[config.mk]
export PLATFORM = sky130hd
export DESIGN_NAME = uart_tx_serializer_flat
export DESIGN_NICKNAME = d
export VERILOG_FILES = /design/src/rtl/uart_tx_serializer_if.sv /design/src/rtl/uart_tx_serializer.sv /design/src/flat_wrapper.sv
export SDC_FILE = /design/constraint.sdc
export NUM_CORES = 1
export LEC_CHECK = 0
export ABC_AREA = 1
export CORE_MARGIN = 2
export CORE_UTILIZATION = 25
export DETAILED_ROUTE_END_ITERATION = 16
export PLACE_DENSITY = 0.46
export RECOVER_POWER = 50
export SYNTH_ARGS = -nofsm -noshare
export SYNTH_HDL_FRONTEND = slang
export SYNTH_SLANG_ARGS = --single-unit
[constraint.sdc]
create_clock -name clk -period 3.5 [get_ports clk]
set_input_delay 0.35 -clock clk [delete_from_list [all_inputs] [get_ports clk]]
set_output_delay 0.35 -clock clk [all_outputs]
set_load 0.02 [all_outputs]
[src/rtl/uart_tx_serializer_if.sv]
// Upstream write port of the UART transmit serializer: byte strobe in,
// queue status back out.
interface uart_tx_serializer_if;
  logic [7:0] tx_data;
  logic       tx_flag;
  logic       fifo_full;
  logic       overflow;

  modport master (output tx_data, tx_flag, input fifo_full, overflow);
  modport slave  (input tx_data, tx_flag, output fifo_full, overflow);
endinterface

[src/rtl/uart_tx_serializer.sv]
// RS232 transmit serializer with a 4-entry byte queue, optional parity and
// 1 or 2 stop bits. All outputs are registered.
module uart_tx_serializer #(
  parameter logic [12:0] BAUD_CNT_MAX = 13'd5207,
  parameter logic        PARITY_EN    = 1'b0,
  parameter logic        PARITY_ODD   = 1'b0,
  parameter logic [1:0]  STOP_BITS    = 2'd1
) (
  input  logic                  clk,
  input  logic                  rst_n,
  uart_tx_serializer_if.slave   tx_if,
  output logic                  tx,
  output logic                  tx_busy
);

  typedef enum logic [2:0] {IDLE, START, DATA, PARITY, STOP} state_t;

  state_t      state, state_nxt;
  logic [12:0] baud_cnt, baud_nxt;
  logic [2:0]  bit_cnt, bit_nxt;
  logic [1:0]  stop_cnt, stop_nxt;
  logic [7:0]  shift_q, shift_nxt;
  logic        parity_q, parity_nxt;
  logic [7:0]  mem [4];
  logic [1:0]  wr_ptr, rd_ptr;
  logic [2:0]  count, count_nxt;
  logic        push, pop, bit_end, tx_nxt;

  assign bit_end = (baud_cnt == BAUD_CNT_MAX);
  // A full queue drops the write even if a pop happens on the same edge.
  assign push    = tx_if.tx_flag && (count != 3'd4);

  always_comb begin
    state_nxt  = state;
    baud_nxt   = baud_cnt + 13'd1;
    bit_nxt    = bit_cnt;
    stop_nxt   = stop_cnt;
    shift_nxt  = shift_q;
    parity_nxt = parity_q;
    pop        = 1'b0;

    case (state)
      IDLE: begin
        baud_nxt = '0;
        if (count != '0) pop = 1'b1;
      end
      START: begin
        if (bit_end) begin
          state_nxt = DATA;
          bit_nxt   = '0;
        end
      end
      DATA: begin
        if (bit_end) begin
          shift_nxt = {1'b0, shift_q[7:1]};
          bit_nxt   = bit_cnt + 3'd1;
          if (bit_cnt == 3'd7) begin
            state_nxt = PARITY_EN ? PARITY : STOP;
            stop_nxt  = '0;
          end
        end
      end
      PARITY: begin
        if (bit_end) begin
          state_nxt = STOP;
          stop_nxt  = '0;
        end
      end
      STOP: begin
        if (bit_end) begin
          if (stop_cnt == STOP_BITS - 2'd1) begin
            if (count != '0) pop = 1'b1;
            else             state_nxt = IDLE;
          end else begin
            stop_nxt = stop_cnt + 2'd1;
          end
        end
      end
      default: state_nxt = IDLE;
    endcase

    if (bit_end || pop) baud_nxt = '0;

    // Popping from IDLE or from the last stop bit both start a new frame.
    if (pop) begin
      state_nxt  = START;
      shift_nxt  = mem[rd_ptr];
      parity_nxt = (^mem[rd_ptr]) ^ PARITY_ODD;
    end

    count_nxt = count + {2'b00, push} - {2'b00, pop};

    case (state_nxt)
      IDLE:    tx_nxt = 1'b1;
      START:   tx_nxt = 1'b0;
      DATA:    tx_nxt = shift_nxt[0];
      PARITY:  tx_nxt = parity_nxt;
      STOP:    tx_nxt = 1'b1;
      default: tx_nxt = 1'b1;
    endcase
  end

  always_ff @(posedge clk or negedge rst_n) begin
    if (!rst_n) begin
      state           <= IDLE;
      baud_cnt        <= '0;
      bit_cnt         <= '0;
      stop_cnt        <= '0;
      shift_q         <= '0;
      parity_q        <= 1'b0;
      wr_ptr          <= '0;
      rd_ptr          <= '0;
      count           <= '0;
      tx              <= 1'b1;
      tx_busy         <= 1'b0;
      tx_if.fifo_full <= 1'b0;
      tx_if.overflow  <= 1'b0;
    end else begin
      state           <= state_nxt;
      baud_cnt        <= baud_nxt;
      bit_cnt         <= bit_nxt;
      stop_cnt        <= stop_nxt;
      shift_q         <= shift_nxt;
      parity_q        <= parity_nxt;
      if (push) wr_ptr <= wr_ptr + 2'd1;
      if (pop)  rd_ptr <= rd_ptr + 2'd1;
      count           <= count_nxt;
      tx              <= tx_nxt;
      tx_busy         <= (state_nxt != IDLE) || (count_nxt != '0);
      tx_if.fifo_full <= (count_nxt == 3'd4);
      tx_if.overflow  <= tx_if.tx_flag && (count == 3'd4);
    end
  end

  always_ff @(posedge clk) begin
    if (push) mem[wr_ptr] <= tx_if.tx_data;
  end

endmodule

[src/flat_wrapper.sv]
// flat-port wrapper written by rule: the top's interface ports become plain ports
module uart_tx_serializer_flat 
#(
  parameter logic [12:0] BAUD_CNT_MAX = 13'd5207,
  parameter logic        PARITY_EN    = 1'b0,
  parameter logic        PARITY_ODD   = 1'b0,
  parameter logic [1:0]  STOP_BITS    = 2'd1
)
  (clk, rst_n, tx, tx_busy, tx_if_tx_data, tx_if_tx_flag, tx_if_fifo_full, tx_if_overflow);
  uart_tx_serializer_if tx_if_i ();
  input  logic clk;
  input  logic rst_n;
  output logic tx;
  output logic tx_busy;
  input wire logic [$bits(tx_if_i.tx_data)-1:0] tx_if_tx_data;
  input wire logic [$bits(tx_if_i.tx_flag)-1:0] tx_if_tx_flag;
  output wire logic [$bits(tx_if_i.fifo_full)-1:0] tx_if_fifo_full;
  output wire logic [$bits(tx_if_i.overflow)-1:0] tx_if_overflow;
  assign tx_if_i.tx_data = tx_if_tx_data;
  assign tx_if_i.tx_flag = tx_if_tx_flag;
  assign tx_if_fifo_full = tx_if_i.fifo_full;
  assign tx_if_overflow = tx_if_i.overflow;
  uart_tx_serializer #(.BAUD_CNT_MAX(BAUD_CNT_MAX), .PARITY_EN(PARITY_EN), .PARITY_ODD(PARITY_ODD), .STOP_BITS(STOP_BITS)) u_core (.clk(clk), .rst_n(rst_n), .tx_if(tx_if_i), .tx(tx), .tx_busy(tx_busy));
endmodule
==> flow_summary.toml <==
[critical_path]
crit_path_max_incr_delay_ps = 410
worst-path-max-fanout = 10
crit_chain = "ha_1, nand2_2, clkinv_1, nand3_2, nor2_2, nand2_4, o21ai_4, nand2_8, clkinv_4, ha_1, inv_1, ha_1, inv_1, fa_1, xnor2_1, xnor2_1, nor3b_1"
r2r_start = "u_core.baud_cnt[0]"
cp-end-kind = "flip-flop"
r2r-end = "u_core.tx_if.fifo_full"
cp_slowest_cell = "dfrtp_1"
critPathRequiredTime_ps = 3740
path_class = "reg2reg"
cpMostUsedCell = "ha_1"
r2r_cells = 17
reg2reg_slack_ps = 480
cp-start-kind = "flip-flop"
cp.arrival_ps = 3260

[synthesis]
ys_dominant_reg_cell = "dfrtp_1"
synth_top_area_share_pct = 27.43
ys_seq_area_share_pct = 54.47
synthCells = 406
synth-seq-cells = 73
synth_edf_count = 32
yosys-top-cells-area = "dfrtp_1, edfxtp_1, nand2_1"
synth.distinct_cells = 38
syn_area_per_cell_sq_um = 8.990
synth_area_leader_cell = "dfrtp_1"
synthArstFlopShare_pct = 56.16
syn-cell-area_sq_mm = 0.003650
yosys_warnings = 0
synth.net_count = 428

[global_routing]
antenna_found_initial = 0
grt_pass1_wl_um = 12130
grt_max_degree = 42
first_global_vias = 2586
grt_overflow_total = 0
track_usage_pct = 9.497

[timing]
finalCritPeriodShare_pct = 86.15
hold_viol = 0
setup_viol = 0
drv_slew = 42
rsz0062_at_grt = "false"
clock_skew_ps = 5.656
tightest_slew_ps = 2233
min_period_ps = 3015
hold_ws_ps = 477.9
slew_headroom_pct = -48.84
setup-tns-final_ps = 0
max_freq_ghz = 0.3317

[drt]
wl_met3_um = 266
vias_per_cell = 4.252
met2RoutedLength_um = 3168
drc = 0
m1WireLength_um = 3400
route.antenna.remaining_nets = 0
drt-initial-drc-count = 161
vias = 2611
wl_per_cell_um = 11.28
top_layer = "met4"
drt-total-wl_um = 6923
first_pass_iters = 4

[cts]
clkSlewWorstSetupHoldPaths_ps = 60
cts_tree = "yes"
cts_setup_buffers = 0
htreeDepth = 3
clk_latency_ps = 330
ctsHoldBuffers = 0
cts_buffers = 9
cts_resized = 0
cts-root-buf = "clkbuf_16"
cts_num_sinks = 73
clockBufferDepth = 2

[floorplan]
die_w_um = 124.8
die-area_sq_mm = 0.01558
fp-row-count = 44
initial_core_util_pct = 25.30
core_area_sq_mm = 0.01442
die_y_um = 124.8
io_pins = 15

[power_and_ir_drop]
netSwitchingFraction_pct = 36.66
cellPowerDensity_mw_per_mm2 = 779.4
p_leak_nw = 1.914
pwr-share-clk_pct = 29.3
seq_power_share_pct = 38.3
switchingPower_mw = 1.228
p_int_mw = 2.122
total_power_mw = 3.350
vdd_drop_max_v = 0.0002695
pwr-share-comb_pct = 32.4

[final_layout]
final_cell_mix = "nand2_1, inv_1, dfrtp_1, nand3_1, edfxtp_1"
final_core_util_pct = 29.80
nets = 448
diodes = 0
final_cells = 614
nFillCells = 1544
drive_gt1_share_pct = 8.140
area_growth_pct = 17.76
layout_commonest_cell = "nand2_1"

[worst_hold_path]
hold_class = "reg2reg"
whs_path_depth = 2
hold_end = "u_core.bit_cnt[1]"
min_from = "u_core.bit_cnt[1]"

[job]
maxCapViolCount = 1

[placement]
place.gp.congestion = 0.8473
io_buffers = 14
dp.cells = 599
hpwl_um = 5040

[status]
failed_checks = "max-capacitance violations, max-slew violations"
status = "finished, violations left"
[cell type report]
cell class              instances  area, sq um  share of cell area (%)
flip-flops and latches         73         1988                   46.26
clock buffers                   9        225.2                   5.240
multi-input cells             277         1429                   33.25
well taps                     184        230.2                   5.357
clock inverters                 6        92.59                   2.154
inverters                      51        198.9                   4.629
repair buffers                 14        133.9                   3.115
[synthesized netlist by cell type, types with 2 or more instances]
cell,instances
nor2_2,4
xor2_1,5
o21ai_0,9
o21ai_4,2
nand3_1,34
ha_1,10
dfrtp_1,40
and2_1,2
inv_1,46
nand4_1,5
inv_2,2
xnor2_1,2
o221ai_1,6
or2_1,2
nand2_1,137
nor3b_1,3
buf_2,3
nor3_1,12
nand2_2,2
edfxtp_1,32
nand3_2,3
nor2_1,25
a21oi_1,5
[kinds of logic after synthesis]
family,synth area share (%)
compound gates,5.005
xor+xnor,1.680
fa+ha+maj,3.977
buf+inv,6.377
flops,54.47
simple gates,28.49
[metrics by stage]
| stage | area (sq um) | setup slack [ps] |
|---|---|---|
| floorplan | 3650 | 734.8 |
| global placement | 3981 | 546.3 |
| detailed placement | 3981 | 487.4 |
| CTS | 4299 | 467.3 |
| global route | 4298 | 198.0 |
| finish | 4298 | 484.8 |
[power by group through the flow]
| stage | Sequential [mW] | Combinational, mW | Clock, mW |
|---|---|---|---|
| 6_report | 1.28 | 1.08 | 0.981 |
| 5_1_grt | 1.32 | 1.28 | 1.04 |
| 2_1_floorplan | 1.24 | 0.899 | 0 |
| 3_5_place_dp | 1.31 | 1.10 | 0 |
| 4_1_cts | 1.29 | 1.11 | 1.01 |
| 3_3_place_gp | 1.30 | 1.09 | 0 |
[worst max-delay path: cells and delay by family (launching register included)]
kind	cells	cell delay, ps
flip-flops	1	410
buffers and inverters	4	300
adder cells (fa/ha/maj)	4	1050
XOR/XNOR	2	350
AND/OR/NAND/NOR	6	680
AO/OA/AOI/OAI	1	140
[sequential cells by signal, indices dropped and copies added, names as in the netlist]
name                    flops
u_core.stop_cnt             2
u_core.tx_if.overflow       1
u_core.wr_ptr               2
u_core.parity_q             1
u_core.count                3
u_core.shift_q              8
u_core.bit_cnt              3
u_core.rd_ptr               2
u_core.mem                 32
u_core.baud_cnt            13
u_core.tx                   1
u_core.tx_busy              1
u_core.tx_if.fifo_full      1
u_core.state                3
[routing by layer]
layer  vias to the layer above  global-route usage (%)
met4                         0                   2.745
met2                        32                   15.11
met5                         -                       0
met1                      1202                   12.48
met3                         8                   2.964
li1                       1369                       -
[worst max path at each step]
stage / start / endpoint
after floorplan: u_core.baud_cnt[0] / u_core.tx_if.fifo_full
after CTS: u_core.baud_cnt[0] / u_core.tx_if.fifo_full
after detailed placement: u_core.baud_cnt[0] / u_core.tx_if.fifo_full
after global routing: u_core.baud_cnt[0] / u_core.tx_if.fifo_full
after global placement: u_core.baud_cnt[0] / u_core.tx_if.fifo_full
final: u_core.baud_cnt[0] / u_core.tx_if.fifo_full
(Power assumes the default switching activity.)
